### src/rtl/lcd_timing_gen.sv
// lcd_timing_gen: RGB-LCD raster timing (hsync/vsync/de, pixel clock, x/y) from a divided CLK_SYS.
// Ports: CLK_SYS clock; rst async active-low; en run/stop-at-frame-end; busy while running;
// pix_ce first cycle of each pixel; lcd_clk pixel clock rising mid-pixel; hsync/vsync per SYNC_POL;
// de active-area flag; x/y active coordinates (0 when de=0); line_start/frame_start on pix_ce of h=0 / h=0,v=0.
module lcd_timing_gen #(
  parameter int PIX_DIV  = 10,
  parameter int H_ACTIVE = 480,
  parameter int H_SYNC   = 4,
  parameter int H_BP     = 43,
  parameter int H_FP     = 8,
  parameter int V_ACTIVE = 272,
  parameter int V_SYNC   = 4,
  parameter int V_BP     = 12,
  parameter int V_FP     = 8,
  parameter bit SYNC_POL = 1'b0
) (
  input  logic       CLK_SYS,
  input  logic       rst,
  input  logic       en,
  output logic       busy,
  output logic       pix_ce,
  output logic       lcd_clk,
  output logic       hsync,
  output logic       vsync,
  output logic       de,
  output logic [9:0] x,
  output logic [9:0] y,
  output logic       line_start,
  output logic       frame_start
);
  localparam int HT  = H_SYNC + H_BP + H_ACTIVE + H_FP;
  localparam int VT  = V_SYNC + V_BP + V_ACTIVE + V_FP;
  localparam int HA0 = H_SYNC + H_BP;
  localparam int VA0 = V_SYNC + V_BP;
  localparam logic [7:0]  D_MAX  = 8'(PIX_DIV - 1);
  localparam logic [7:0]  D_HALF = 8'(PIX_DIV / 2);
  localparam logic [9:0]  H_MAX  = 10'(HT - 1);
  localparam logic [9:0]  V_MAX  = 10'(VT - 1);
  localparam logic [9:0]  H_S    = 10'(H_SYNC);
  localparam logic [9:0]  V_S    = 10'(V_SYNC);
  localparam logic [9:0]  H_A0   = 10'(HA0);
  localparam logic [9:0]  V_A0   = 10'(VA0);
  localparam logic [10:0] H_A    = 11'(H_ACTIVE);
  localparam logic [10:0] V_A    = 11'(V_ACTIVE);

  if (HT > 1024 || VT > 1024 || PIX_DIV < 2 || PIX_DIV > 255) begin : g_bad_params
    $error("lcd_timing_gen: HT/VT must be <= 1024 and PIX_DIV in 2..255");
  end

  typedef enum logic {IDLE, RUN} state_t;
  state_t st;
  logic [7:0] div, div_n;
  logic [9:0] h, h_n, v, v_n, xo, yo;
  logic run_n, step, d_wrap, h_wrap, v_wrap, hin, vin, act, pe;

  // Outputs are registered from the next-state values, so they line up with the counters
  // while keeping every output a flop.
  always_comb begin
    d_wrap = div == D_MAX;
    h_wrap = h == H_MAX;
    v_wrap = v == V_MAX;
    run_n  = (st == IDLE) ? en : !(d_wrap && h_wrap && v_wrap && !en);
    step   = st == RUN && run_n;
    div_n  = (step && !d_wrap) ? div + 8'd1 : 8'd0;
    h_n    = !step ? 10'd0 : !d_wrap ? h : h_wrap ? 10'd0 : h + 10'd1;
    v_n    = !step ? 10'd0 : !(d_wrap && h_wrap) ? v : v_wrap ? 10'd0 : v + 10'd1;
    xo     = h_n - H_A0;
    yo     = v_n - V_A0;
    hin    = h_n >= H_A0 && {1'b0, xo} < H_A;
    vin    = v_n >= V_A0 && {1'b0, yo} < V_A;
    act    = run_n && hin && vin;
    pe     = run_n && div_n == 8'd0;
  end

  always_ff @(posedge CLK_SYS or negedge rst) begin
    if (!rst) begin
      st          <= IDLE;
      div         <= 8'd0;
      h           <= 10'd0;
      v           <= 10'd0;
      busy        <= 1'b0;
      pix_ce      <= 1'b0;
      lcd_clk     <= 1'b0;
      hsync       <= ~SYNC_POL;
      vsync       <= ~SYNC_POL;
      de          <= 1'b0;
      x           <= 10'd0;
      y           <= 10'd0;
      line_start  <= 1'b0;
      frame_start <= 1'b0;
    end else begin
      st          <= run_n ? RUN : IDLE;
      div         <= div_n;
      h           <= h_n;
      v           <= v_n;
      busy        <= run_n;
      pix_ce      <= pe;
      lcd_clk     <= run_n && div_n >= D_HALF;
      hsync       <= (run_n && h_n < H_S) ? SYNC_POL : ~SYNC_POL;
      vsync       <= (run_n && v_n < V_S) ? SYNC_POL : ~SYNC_POL;
      de          <= act;
      x           <= act ? xo : 10'd0;
      y           <= act ? yo : 10'd0;
      line_start  <= pe && h_n == 10'd0;
      frame_start <= pe && h_n == 10'd0 && v_n == 10'd0;
    end
  end
endmodule

### config.mk
export PLATFORM = sky130hd
export DESIGN_NAME = lcd_timing_gen
export DESIGN_NICKNAME = d
export VERILOG_FILES = /design/src/rtl/lcd_timing_gen.sv
export SDC_FILE = /design/constraint.sdc
export NUM_CORES = 1
export LEC_CHECK = 0
export BUFFER_PORTS_ARGS = -buffer_cell sky130_fd_sc_hd__buf_2
export CORE_UTILIZATION = 39
export DETAILED_ROUTE_END_ITERATION = 8
export GPL_ROUTABILITY_DRIVEN = 0
export PLACE_DENSITY = 0.55
export SLEW_MARGIN = 20
export SYNTH_ARGS = -nofsm -noshare
export SYNTH_HDL_FRONTEND = slang
export SYNTH_SLANG_ARGS = --single-unit
### constraint.sdc
create_clock -name CLK_SYS -period 4.4 [get_ports CLK_SYS]
set_clock_uncertainty 0.05 [all_clocks]
set_input_delay 1.32 -clock CLK_SYS [delete_from_list [all_inputs] [get_ports CLK_SYS]]
set_output_delay 1.32 -clock CLK_SYS [all_outputs]
set_load 0.005 [all_outputs]
Word level (Yosys, flattened, before mapping)
Index checks and enable logic that the tools add are counted.
{"block": "word_totals", "out_inout_bits": 28, "regBits": 57, "in_bits": 3, "word_cells": 63}
{"block": "classes", "n_lt_le_gt_ge": 7, "n_reduce_logical": 21, "eq_ne": 3, "n_mux": 13, "addsub": 5}
{"cell": "10-bit 2-to-1 mux", "count": 8}
{"cell": "10-bit by 1-bit adder with 10-bit output (second input constant)", "count": 2}
{"cell": "10-bit logical NOT", "count": 2}
{"cell": "10-bit by 3-bit < comparator with 1-bit output (second input constant)", "count": 2}
{"cell": "10-bit by 9-bit < comparator with 1-bit output (second input constant)", "count": 2}
{"cell": "1-bit logical AND", "count": 15}
{"cell": "10-bit == test (second input constant)", "count": 1}
{"cell": "10-bit by 9-bit == test with 1-bit output (second input constant)", "count": 1}
{"cell": "10-bit by 5-bit greater-or-equal comparator with 1-bit output (second input constant)", "count": 1}
{"cell": "10-bit by 6-bit greater-or-equal comparator with 1-bit output (second input constant)", "count": 1}
{"cell": "10-bit by 5-bit subtractor with 10-bit output (second input constant)", "count": 1}
{"cell": "10-bit by 6-bit subtractor with 10-bit output (second input constant)", "count": 1}
{"cell": "8-bit by 1-bit adder with 8-bit output (second input constant)", "count": 1}
{"cell": "8-bit by 4-bit == test with 1-bit output (second input constant)", "count": 1}
{"cell": "8-bit by 3-bit greater-or-equal comparator with 1-bit output (second input constant)", "count": 1}
{"cell": "8-bit logical NOT", "count": 1}
{"cell": "8-bit 2-to-1 mux", "count": 1}
{"cell": "1-bit 2-to-1 mux", "count": 4}
{"cell": "1-bit logical NOT", "count": 3}

Depth between registers and ports, before layout
{"block": "depth", "depth_word": 14, "depth_mapped": 15, "ltp_nobuf": 13}

Least setup slack after synthesis
Ideal clock, no wire load.
{"block": "synth_path", "path_type": "register -> register", "start": "register div[0]", "end": "register y[7]", "path_stages_with_launch": 15, "setup_time_ns": 0.068, "t_arrival_ns": 3.323, "required_time_ns": 4.282, "period_less_slack_ns": 3.442, "n_path_buf": 3, "path_slack_ns": 0.958, "cell_sequence": "dfrtp_1 -> ha_1 -> and4bb_2 -> nand2_1 -> o21ai_0 -> clkbuf_1 -> nor2_1 -> ha_1 -> nor4b_2 -> o21a_1 -> o211ai_1 -> or4b_4 -> buf_6 -> buf_6 -> nor2_4"}
{"block": "synth_between", "elab_chain_len": 14, "word_cells_on_any_way": 22, "classes_between": "add/sub (2); order compare (4); eq/ne (1); mux (6); reduce/logical (9)"}
{"element": "start, declared", "line": "52", "source": "logic [7:0] div, div_n;"}
{"element": "start signal, assigned", "line": "93", "source": "div <= div_n;"}
{"element": "8-bit by 4-bit == test with 1-bit output *", "line": "59", "source": "d_wrap = div == D_MAX;"}
{"element": "1-bit logical AND (3 in a row)", "line": "62", "source": "run_n = (st == IDLE) ? en : !(d_wrap && h_wrap && v_wrap && !en);"}
{"element": "1-bit logical NOT", "line": "62"}
{"element": "1-bit 2-to-1 mux", "line": "62"}
{"element": "1-bit logical AND", "line": "63", "source": "step = st == RUN && run_n;"}
{"element": "10-bit 2-to-1 mux *", "line": "65", "source": "h_n = !step ? 10'd0 : !d_wrap ? h : h_wrap ? 10'd0 : h + 10'd1;"}
{"element": "named net h_n[0]", "line": "53", "source": "logic [9:0] h, h_n, v, v_n, xo, yo;"}
{"element": "10-bit by 6-bit subtractor with 10-bit output", "line": "67", "source": "xo = h_n - H_A0;"}
{"element": "10-bit by 9-bit < comparator with 1-bit output", "line": "69", "source": "hin = h_n >= H_A0 && {1'b0, xo} < H_A;"}
{"element": "1-bit logical AND *", "line": "69"}
{"element": "1-bit logical AND * (2 in a row)", "line": "71", "source": "act = run_n && hin && vin;"}
{"element": "10-bit 2-to-1 mux *", "line": "103", "source": "y <= act ? yo : 10'd0;"}
{"element": "end signal, assigned", "line": "103"}
{"element": "end, declared", "line": "27", "source": "output logic [9:0] y,"}
The timed path passes the listed nets; every way through them passes the cells marked *.

Final worst setup path
{"block": "layout_path", "start": "register div[0]", "end": "register y[2]"}
{"block": "layout_between", "elab_chain_len": 14, "word_cells_on_any_way": 22, "classes_between": "add/sub (2); order compare (4); eq/ne (1); mux (6); reduce/logical (9)"}
{"element": "8-bit by 4-bit == test with 1-bit output *", "line": "59"}
{"element": "1-bit logical AND", "line": "62, 66"}
{"element": "1-bit logical AND (2 in a row)", "line": "62"}
{"element": "1-bit logical NOT", "line": "62"}
{"element": "1-bit 2-to-1 mux", "line": "62"}
{"element": "1-bit logical AND", "line": "63"}
{"element": "10-bit 2-to-1 mux", "line": "65"}
{"element": "10-bit by 6-bit subtractor with 10-bit output", "line": "67"}
{"element": "10-bit by 9-bit < comparator with 1-bit output", "line": "69"}
{"element": "1-bit logical AND", "line": "69"}
{"element": "1-bit logical AND (2 in a row)", "line": "71"}
{"element": "10-bit 2-to-1 mux *", "line": "103"}
Mark *: on every way between the ends. The rest lies on a longest branch, timed or not.

==> metrics.md <==
| Metric | Value |
|---|---|
| Post-route insts no fill | `450` |
| Post-synth cell types | `63` |
| Yosys reg bits | `56` |
| Vias in the first global route | `roughly 2,200` |
| CTS root buffer | `clkbuf_8` |
| YS warnings | `0` |
| Share of layout cells above drive strength 1 | `0.218` |
| Drt pass-1 iters | `4` |
| EDFF count, synth | `0` |
| Starting Density | `0.407` |
| Die Wd | `92.0 um` |
| PnR worst setup slack | `0.552 ns` |
| Rel. slew slack | `0.375` |
| Antenna viol nets, final | `0` |
| Die H | `92.0 um` |
| Detailed Place HPWL | `4910 um` |
| Status | `complete, no violations` |
| Setup slack, reg-to-reg | `around 0.55 ns` |
| Leading area contributor after synthesis | `dfrtp_1` |
| Post-route cell area | `0.00349 mm2` |
| Vias per Instance | `5.20` |
| Slew Limit Fails | `0` |
| Worst Setup SP | `div[0]` |
| Initial DRC count | `132` |
| Post-layout util | `0.450` |
| Antenna cell count | `0` |
| Cell Pwr Density | `366 mW/mm2` |
| H-tree Lvls | `2` |
| Worst skew pair latency | `0.31 ns` |
| Synth area leaders | `dfrtp_1, xnor2_1, nor2_1` |
| Setup crit end kind | `flip-flop` |
| CP arrival | `between 4 and 5 ns` |
| Area share of the largest cell type after synthesis | `0.428` |
| Wire length per cell | `14.8 um` |
| Hold wc startpoint | `div[0]` |
| Number of I/O pins | `31` |
| First-pass GRT wire length | `11,000 um` |
| TritonCTS buffer count | `5` |
| Largest net degree at the start of global routing | `39` |
| Worst R2R Start | `div[0]` |
| Fin. Hold Viols | `0` |
| Sequential area share after synthesis | `0.444` |
| Global route total overflow | `0` |
| Hold_ws | `0.495 ns` |
| Core area | `around 0.008 mm2` |
| Global router's overall resource usage | `0.167` |
| Worst vdd ir | `0.155 mV` |
| Initial antenna violation count | `0` |
| Most common cell in the netlist | `dfrtp_1` |
| Worst slew pin tran | `slightly above 0.9 ns` |
| Cell area after placement | `0.00340 mm2` |
| Clock sink total | `56` |
| Cells on Worst Hold Path | `1` |
| Die ar. | `0.00847 mm2` |
| Max_cap viols | `0` |
| Asr flop ratio synth | `1.00` |
| CP Launch Type | `flip-flop` |
| # resized after CTS | `0` |
| Routed Wire Length | `6640 um` |
| Via count | `2,339` |
| Pre-CTS setup slack | `0.593 ns` |
| Hold WC Path Type | `reg2reg` |
| Hold EP | `div[0]` |
| Post-synthesis cell count | `315` |
| IO buf count | `30` |
| Setup Viol. Count Final | `0` |
| CP required | `4.58 ns` |
| Top cells by count, synth | `dfrtp_1, nor2_1, inv_1` |
| RSZ-0062 raised after global routing | `false` |
| Pleak | `between 1.5 and 2 nW` |
| Placed cells | `442` |
| Ys flop type | `dfrtp_1` |
| # rows | `32` |
| Worst r2r path cells | `12` |
| CTS tree | `yes` |
| WS Path Type | `reg2reg` |
| DRC | `0` |
| Final Total Pwr | `1.28 mW` |
| Period utilization | `0.875` |
| Clk buf depth | `2` |
| Setup bufs post-CTS | `0` |
| Fmax achieved | `about 260 MHz` |
| Area growth syn-to-layout | `10.5%` |
| Post-route setup TNS | `0 ns` |
| CTS clk-pin slew, worst paths | `0.10 ns` |
| Critical R2R Capture | `y[2]` |
| Hold-fix buffers, CTS | `0` |
| Min Tclk post-route | `roughly 3.8 ns` |
| Fin nets | `359` |
| Cell Area, Synth | `around 0.0032 mm2` |
| Syn avg cell area | `10.0 um2` |
| CP max FO | `19` |
critical path, cell delays in order (launching register included):
cell and delay [ns]:
dfrtp_1 0.44, ha_1 0.19, nand4bb_1 0.28, nor2_2 0.28, nand3_1 0.30, o311ai_4 0.47
ha_1 0.28, inv_1 0.08, o211a_1 0.12, a211oi_1 0.22, a221oi_1 0.12, or4b_4 0.73
nor3_1 0.19
logic make-up (layout without fill, tap and decap cells):
| family | after synthesis | count (layout) | share of synthesized area |
|---|---|---|---|
| other cells | 1 | 2 | 0.00119 |
| xor+xnor | 27 | 27 | 0.0748 |
| buf+inv | 33 | 65 | 0.0515 |
| compound gates | 52 | 52 | 0.134 |
| simple gates | 137 | 137 | 0.259 |
| fa+ha+maj | 9 | 9 | 0.0356 |
| flops | 56 | 56 | 0.444 |
routing by layer:
metal,share of wire,track usage,vias up
li1,-,-,1177
met1,0.49,0.229,1117
met2,0.46,0.264,34
met3,0.025,0.0282,11
met4,0.022,0.0638,0
met5,0,0,-
cell type report:
class | count | area (um2)
sequential | 56 | 1400
inverter | 23 | 86.3
timing repair buffer | 34 | 180
multi-input combinational | 227 | 1600
clock buffer | 6 | 82.6
tap | 102 | 128
fill | 792 | 4270
clock inverter | 2 | 15.0
how the worst max path moves through the flow:
stage                     endpoint  slack (ns)
after floorplan               y[7]        0.96
after global placement        y[2]        0.57
after detailed placement      y[2]        0.59
after CTS                     y[2]        0.55
after global routing          y[2]        0.17
final                         y[2]        0.55
where the power goes:
part	internal, mW	total (mW)	switching, mW
combinational	0.143	0.327	0.184
clock	0.128	0.297	0.169
sequential	0.568	0.652	0.0846
total	0.839	1.28	0.438
cells in the final DEF (no fill, tap or decap), types with 2 or more instances in the layout:
cell type / count
dfrtp_1: 54
nor2_1: 34
buf_2: 30
inv_1: 22
nand2_1: 21
xnor2_1: 20
nand3_1: 14
o21ai_0: 9
a21oi_1: 9
nor2_2: 9
ha_1: 9
xor2_1: 7
and2_1: 7
or3_1: 6
and3_1: 6
nor3_1: 6
clkbuf_8: 6
nand4_1: 5
nor4_1: 5
a31oi_1: 5
buf_4: 4
or4b_4: 3
o31a_1: 3
nor4_4: 2
nand3_2: 2
o41ai_1: 2
o41ai_2: 2
a31o_2: 2
nand4b_1: 2
and4_1: 2
a21o_1: 2
nand2b_1: 2
o2111ai_1: 2
nor2_4: 2
clkinvlp_4: 2
dfstp_2: 2
conb_1: 2
registers in the layout, indices dropped and copies added, names as in the netlist, 8 cells and up:
name	count
h	10
y	10
div	8
v	10
x	10
(Power assumes the default switching activity.)
